===== config.mk =====
export PLATFORM = sky130hd
export DESIGN_NAME = mem_port_arbiter_flat
export DESIGN_NICKNAME = d
export VERILOG_FILES = /design/src/rtl/mem_port_arbiter_if.sv /design/src/rtl/mem_port_arbiter.sv /design/src/flat_wrapper.sv
export SDC_FILE = /design/constraint.sdc
export NUM_CORES = 1
export LEC_CHECK = 0
export ABC_AREA = 0
export BUFFER_PORTS_ARGS = -buffer_cell sky130_fd_sc_hd__clkbuf_2
export CORE_AREA = 2 2 98 100
export CTS_CLUSTER_SIZE = 12
export DETAILED_ROUTE_END_ITERATION = 10
export DIE_AREA = 0 0 100 102
export PLACE_DENSITY = 0.77
export SLEW_MARGIN = 40
export SYNTH_ARGS = -nofsm -noshare
export SYNTH_HDL_FRONTEND = slang
export SYNTH_SLANG_ARGS = --single-unit

===== constraint.sdc =====
create_clock -name clock -period 2.77 [get_ports clock]
set_input_delay 0.554 -clock clock [delete_from_list [all_inputs] [get_ports clock]]
set_output_delay 0.554 -clock clock [all_outputs]
set_load 0.1 [all_outputs]

===== src/rtl/mem_port_arbiter_if.sv =====
// rtl/mem_port_arbiter_if.sv - one master's request/response port into mem_port_arbiter
interface mem_port_arbiter_if #(
  parameter int ADDR_W = 16,
  parameter int DATA_W = 32
);
  logic              req;
  logic              we;
  logic              lock;
  logic [ADDR_W-1:0] addr;
  logic [DATA_W-1:0] wdata;
  logic              gnt;
  logic              rvalid;
  logic [DATA_W-1:0] rdata;

  modport master (
    output req, we, lock, addr, wdata,
    input  gnt, rvalid, rdata
  );

  modport slave (
    input  req, we, lock, addr, wdata,
    output gnt, rvalid, rdata
  );
endinterface


===== src/rtl/mem_port_arbiter.sv =====
// rtl/mem_port_arbiter.sv - round-robin, burst-lockable arbiter sharing one sync memory port between two masters
module mem_port_arbiter #(
  parameter int ADDR_W    = 16,
  parameter int DATA_W    = 32,
  parameter int MAX_BURST = 4
) (
  input  logic                clock,
  input  logic                reset,
  mem_port_arbiter_if.slave   m0,
  mem_port_arbiter_if.slave   m1,
  output logic [ADDR_W-1:0]   mem_address,
  output logic                mem_we,
  output logic [DATA_W-1:0]   mem_data_out,
  input  logic [DATA_W-1:0]   mem_data_in
);
  localparam int CNT_W = $clog2(MAX_BURST + 1);
  localparam logic [CNT_W-1:0] MAX_CNT = CNT_W'(MAX_BURST);

  typedef enum logic {IDLE, BUSY} state_t;

  state_t            state;
  logic              m0_gnt_r, m1_gnt_r;
  logic              m0_rvalid_r, m1_rvalid_r;
  logic              mem_we_r;
  logic              last;
  logic              last_valid;
  logic [CNT_W-1:0]  burst_cnt;
  logic              busy_owner;
  logic              busy_read;

  logic              any_req;
  logic              last_lock;
  logic              winner;
  logic              same_master;
  logic              win_we;
  logic [ADDR_W-1:0] win_addr;
  logic [DATA_W-1:0] win_wdata;
  logic [CNT_W-1:0]  cnt_next;

  // last_valid keeps the post-reset value of `last` from acting as a lock owner,
  // so the very first tie always goes to M0.
  always_comb begin
    any_req   = m0.req | m1.req;
    last_lock = last ? m1.lock : m0.lock;
    if (m0.req && m1.req) begin
      if (last_valid && last_lock && (burst_cnt < MAX_CNT))
        winner = last;
      else
        winner = ~last;
    end else begin
      winner = m1.req;
    end
    win_we      = winner ? m1.we    : m0.we;
    win_addr    = winner ? m1.addr  : m0.addr;
    win_wdata   = winner ? m1.wdata : m0.wdata;
    same_master = last_valid && (winner == last);
    if (!same_master)
      cnt_next = '0;
    else if (burst_cnt == MAX_CNT)
      cnt_next = burst_cnt;
    else
      cnt_next = burst_cnt + CNT_W'(1);
  end

  always_ff @(posedge clock) begin
    if (reset) begin
      state        <= IDLE;
      m0_gnt_r     <= 1'b0;
      m1_gnt_r     <= 1'b0;
      m0_rvalid_r  <= 1'b0;
      m1_rvalid_r  <= 1'b0;
      mem_we_r     <= 1'b0;
      mem_address  <= '0;
      mem_data_out <= '0;
      last         <= 1'b1;
      last_valid   <= 1'b0;
      burst_cnt    <= '0;
      busy_owner   <= 1'b0;
      busy_read    <= 1'b0;
    end else begin
      case (state)
        IDLE: begin
          m0_rvalid_r <= 1'b0;
          m1_rvalid_r <= 1'b0;
          if (any_req) begin
            mem_address  <= win_addr;
            mem_we_r     <= win_we;
            mem_data_out <= win_wdata;
            m0_gnt_r     <= ~winner;
            m1_gnt_r     <= winner;
            busy_owner   <= winner;
            busy_read    <= ~win_we;
            last         <= winner;
            last_valid   <= 1'b1;
            burst_cnt    <= cnt_next;
            state        <= BUSY;
          end else begin
            mem_we_r <= 1'b0;
          end
        end
        BUSY: begin
          m0_gnt_r    <= 1'b0;
          m1_gnt_r    <= 1'b0;
          mem_we_r    <= 1'b0;
          m0_rvalid_r <= busy_read & ~busy_owner;
          m1_rvalid_r <= busy_read & busy_owner;
          state       <= IDLE;
        end
        default: state <= IDLE;
      endcase
    end
  end

  // Gating with reset keeps a write from landing when reset hits mid-access.
  assign mem_we    = mem_we_r & ~reset;
  assign m0.gnt    = m0_gnt_r;
  assign m1.gnt    = m1_gnt_r;
  assign m0.rvalid = m0_rvalid_r;
  assign m1.rvalid = m1_rvalid_r;
  assign m0.rdata  = mem_data_in;
  assign m1.rdata  = mem_data_in;
endmodule


===== src/flat_wrapper.sv =====
// flat-port wrapper written by rule: the top's interface ports become plain ports
module mem_port_arbiter_flat 
#(
  parameter int ADDR_W    = 16,
  parameter int DATA_W    = 32,
  parameter int MAX_BURST = 4
)
  (clock, reset, mem_address, mem_we, mem_data_out, mem_data_in, m0_req, m0_we, m0_lock, m0_addr, m0_wdata, m0_gnt, m0_rvalid, m0_rdata, m1_req, m1_we, m1_lock, m1_addr, m1_wdata, m1_gnt, m1_rvalid, m1_rdata);
  mem_port_arbiter_if #(.ADDR_W(ADDR_W), .DATA_W(DATA_W)) m0_i ();
  mem_port_arbiter_if #(.ADDR_W(ADDR_W), .DATA_W(DATA_W)) m1_i ();
  input  logic clock;
  input  logic reset;
  output logic [ADDR_W-1:0] mem_address;
  output logic mem_we;
  output logic [DATA_W-1:0] mem_data_out;
  input  logic [DATA_W-1:0] mem_data_in;
  input wire logic [$bits(m0_i.req)-1:0] m0_req;
  input wire logic [$bits(m0_i.we)-1:0] m0_we;
  input wire logic [$bits(m0_i.lock)-1:0] m0_lock;
  input wire logic [$bits(m0_i.addr)-1:0] m0_addr;
  input wire logic [$bits(m0_i.wdata)-1:0] m0_wdata;
  output wire logic [$bits(m0_i.gnt)-1:0] m0_gnt;
  output wire logic [$bits(m0_i.rvalid)-1:0] m0_rvalid;
  output wire logic [$bits(m0_i.rdata)-1:0] m0_rdata;
  input wire logic [$bits(m1_i.req)-1:0] m1_req;
  input wire logic [$bits(m1_i.we)-1:0] m1_we;
  input wire logic [$bits(m1_i.lock)-1:0] m1_lock;
  input wire logic [$bits(m1_i.addr)-1:0] m1_addr;
  input wire logic [$bits(m1_i.wdata)-1:0] m1_wdata;
  output wire logic [$bits(m1_i.gnt)-1:0] m1_gnt;
  output wire logic [$bits(m1_i.rvalid)-1:0] m1_rvalid;
  output wire logic [$bits(m1_i.rdata)-1:0] m1_rdata;
  assign m0_i.req = m0_req;
  assign m0_i.we = m0_we;
  assign m0_i.lock = m0_lock;
  assign m0_i.addr = m0_addr;
  assign m0_i.wdata = m0_wdata;
  assign m0_gnt = m0_i.gnt;
  assign m0_rvalid = m0_i.rvalid;
  assign m0_rdata = m0_i.rdata;
  assign m1_i.req = m1_req;
  assign m1_i.we = m1_we;
  assign m1_i.lock = m1_lock;
  assign m1_i.addr = m1_addr;
  assign m1_i.wdata = m1_wdata;
  assign m1_gnt = m1_i.gnt;
  assign m1_rvalid = m1_i.rvalid;
  assign m1_rdata = m1_i.rdata;
  mem_port_arbiter #(.ADDR_W(ADDR_W), .DATA_W(DATA_W), .MAX_BURST(MAX_BURST)) u_core (.clock(clock), .reset(reset), .m0(m0_i), .m1(m1_i), .mem_address(mem_address), .mem_we(mem_we), .mem_data_out(mem_data_out), .mem_data_in(mem_data_in));
endmodule

==> results.py <==
metrics = {
    "status": {
        "outcome": "complete, no violations",
    },
    "synthesis": {
        "sequential_fraction_of_the_synthesis_area": 0.345,
        "synth_edf_count": 0,
        "compound_gate_portion_of_the_synthesized_area": 0.241,
        "post_synth.cell_area_avg_sq_um": 8.51,
        "yosys.area_share.adder": 0.00707,
        "area_share_of_and_or_nand_nor_cells_after_synthesis": 0.174,
        "syn-cell-area_sq_um": 3540,
        "muxShareOfSynthArea": 0,
        "ys_warn_count": 0,
        "syn_inst": 416,
        "async_set_or_reset_register_ratio_after_synthesis": 0,
        "yosysUniqueCellTypes": 40,
        "postSynthRegisterBits": 61,
        "synth-main-ff-cell": "dfxtp_1",
        "synth_fp_nets": 554,
        "synth-xor-area-share": 0,
        "synth_top_family_by_area": "compound AO/OA/AOI/OAI gates",
    },
    "global_route": {
        "grt-ovfl-total": 0,
        "first_pass_grt_wire_length_mm": 14.7,
        "grt_use_total": 0.178,
        "grt_pass1_vias": 3136,
        "antenna_found_initial": 0,
        "grt_start_max_net_pins": 52,
    },
    "finish": {
        "fillCellCount": 885,
        "fin_nets": 624,
        "sequential_cell_area_sq_um": 1220,
        "antenna-diode-count": 0,
        "finish.cell_count_without_fillers": 602,
        "multiInputGateArea_sq_um": 1490,
        "syn_to_final_growth_pct": 11.9,
        "layout-drive-gt1-share": 0.389,
        "layout_top_registers": "u_core.mem_data_out (32), u_core.mem_address (16), u_core.burst_cnt (3)",
        "number_of_flip_flops_under_the_largest_register_name": 32,
        "stdcell_area_sq_um": 3960,
        "regMostFlops": "u_core.mem_data_out",
    },
    "timing": {
        "final.min_clock_period_ns": 1.98,
        "setup_ws_ns": 0.788,
        "worst_hold_slack_ns": 0.462,
        "max_clock_freq_mhz": 505,
        "max_slew.worst_pin.slew_ns": 0.638,
        "max_slew_margin": 0.574,
        "tcrit_tclk_final": 0.715,
        "report.final.setup_viol": 0,
        "finalHoldViolations": 0,
        "drv_slew": 0,
        "unrepaired_setup_endpoints_after_global_routing": "no",
        "worst_clock_skew_ns": 0.0108,
        "timing.setup.tns_ns": 0,
    },
    "worst_setup_path": {
        "r2r_cells": 5,
        "critPathRequiredTime_ns": 2.99,
        "timing.critical_path.arrival_ns": 2.20,
        "type_of_the_worst_setup_path": "reg -> reg",
        "crit_path_max_fanout": 38,
        "setup.worst_path.end_class": "register",
        "critical_path.startpoint_type": "register",
    },
    "place": {
        "dpl.cell_count": 586,
        "post-place-ws_ns": 0.713,
        "gp_routability_congestion": 0.851,
        "dpl-instance-area_sq_um": 3750,
        "dp_hpwl_mm": 6.65,
        "port_buffers": 156,
    },
    "cts": {
        "ctsHoldBuffers": 0,
        "postCtsResizedCells": 0,
        "cts_made_buffers": 9,
        "clockBufferDepth": 2,
        "clkLatencyLatePin_ns": 0.33,
        "tritoncts": "done",
        "cts.clk_slew.worst_paths_ns": 0.07,
        "htree_levels": 3,
        "numClockSinks": 61,
        "clockRootBuffer": "clkbuf_8",
        "postCtsSetupRepairBufs": 0,
    },
    "floorplan": {
        "fp.dieH_um": 102,
        "initial_standard_cell_utilization_of_the_core": 0.389,
        "boundaryPins": 253,
        "die-width_um": 100,
        "placement_rows": 35,
        "placeableCoreArea_sq_um": 9110,
        "die_area_sq_um": 10200,
    },
    "power": {
        "max-vdd-ir-drop_uv": 201,
        "leakage_nw": 1.72,
        "power.density_nw_per_um2": 726,
    },
    "routing": {
        "drc": 0,
        "drtIter0Drc": 174,
        "drt-vias-per-instance": 5.54,
        "route.detailed.wl_per_inst_um": 15.9,
        "finalWirelength_mm": 9.55,
        "detailroute.via_count": 3338,
        "drtPass1Iterations": 4,
        "final_antenna_net_count": 0,
    },
    "min_path": {
        "hold_path_depth": 1,
        "min_path_type": "reg -> reg",
    },
    "job": {
        "maxCapViolations": 0,
    },
}
[where the power goes]
group | leakage [nW] | internal [W] | switching (W)
Combinational | 1.12 | 0.000214 | 0.000802
Sequential | 0.506 | 0.000961 | 0.0000510
Clock | 0.101 | 0.000507 | 0.000339
Total | 1.72 | 0.00168 | 0.00119
[layout make-up]
type                    instances  share of cell area
multi-input cells             246               0.377
flip-flops and latches         61               0.308
clock inverters                 4              0.0183
inverters                       3             0.00284
well taps                     111              0.0351
repair buffers                165               0.224
clock buffers                  12              0.0341
[worst max-delay path, cell delays in order, from the launching register on]
cell      delay [ns]
dfxtp_1         0.49
and3b_2         0.28
o211ai_4        0.42
buf_12          0.27
nand3_1         0.10
a311oi_1        0.30
[synthesized netlist by cell type, types with 3 or more instances]
cell | n | area [sq um]
nor2_1 | 52 | 195
nand4b_1 | 3 | 26.3
clkbuf_2 | 6 | 30.0
o21ai_0 | 34 | 170
clkbuf_1 | 14 | 52.6
inv_1 | 3 | 11.3
buf_4 | 65 | 488
a311oi_1 | 41 | 359
buf_6 | 8 | 90.1
nand2_1 | 7 | 26.3
a21oi_1 | 5 | 25.0
o21ai_1 | 16 | 80.1
dfxtp_1 | 61 | 1220
clkbuf_8 | 9 | 124
nor3_1 | 4 | 20.0
a311oi_2 | 7 | 105
nand3_1 | 50 | 250
[cells by family after synthesis]
logic type	count (synthesis)
and+or+nand+nor	129
adders and majority gates	2
buffers and inverters	109
DFF	61
AOI/OAI and AO/OA	115
[per-stage QoR]
step	total power [W]	utilization
4_1_cts	0.00290	0.435
2_1_floorplan	0.00230	-
3_3_place_gp	0.00203	0.412
6_report	0.00287	0.435
5_1_grt	0.00300	0.435
3_5_place_dp	0.00205	0.412
[layer usage]
| layer | part of all wire | track usage | vias to the layer above | routed length, um |
|---|---|---|---|---|
| met4 | 0.040 | 0.117 | 0 | 385 |
| met1 | 0.40 | 0.206 | 1532 | 3850 |
| li1 | - | - | 1583 | - |
| met5 | 0 | 0 | - | 0 |
| met3 | 0.078 | 0.0349 | 51 | 747 |
| met2 | 0.48 | 0.301 | 172 | 4570 |
[placed cells by master (no fill, tap or decap), drive strengths merged, types with 3 or more instances in the layout]
cell      n
nor3      4
a311oi   48
nand3    50
nand4b    3
a21oi     5
nand2     7
clkbuf  167
buf      10
inv       3
nor2     53
o211ai    3
o21ai    50
dfxtp    61
[worst paths after layout]
| kind | from | endpoint | slack, ns |
|---|---|---|---|
| hold / removal | u_core.busy_owner | u_core.m0.rvalid | 0.46 |
| setup / recovery | u_core.burst_cnt[2] | u_core.mem_data_out[25] | 0.79 |
| hold reg to reg | u_core.busy_owner | u_core.m0.rvalid | 0.46 |
| setup reg to reg | u_core.burst_cnt[2] | u_core.mem_data_out[25] | 0.79 |
Note: power is estimated with default switching activity, not from simulation.
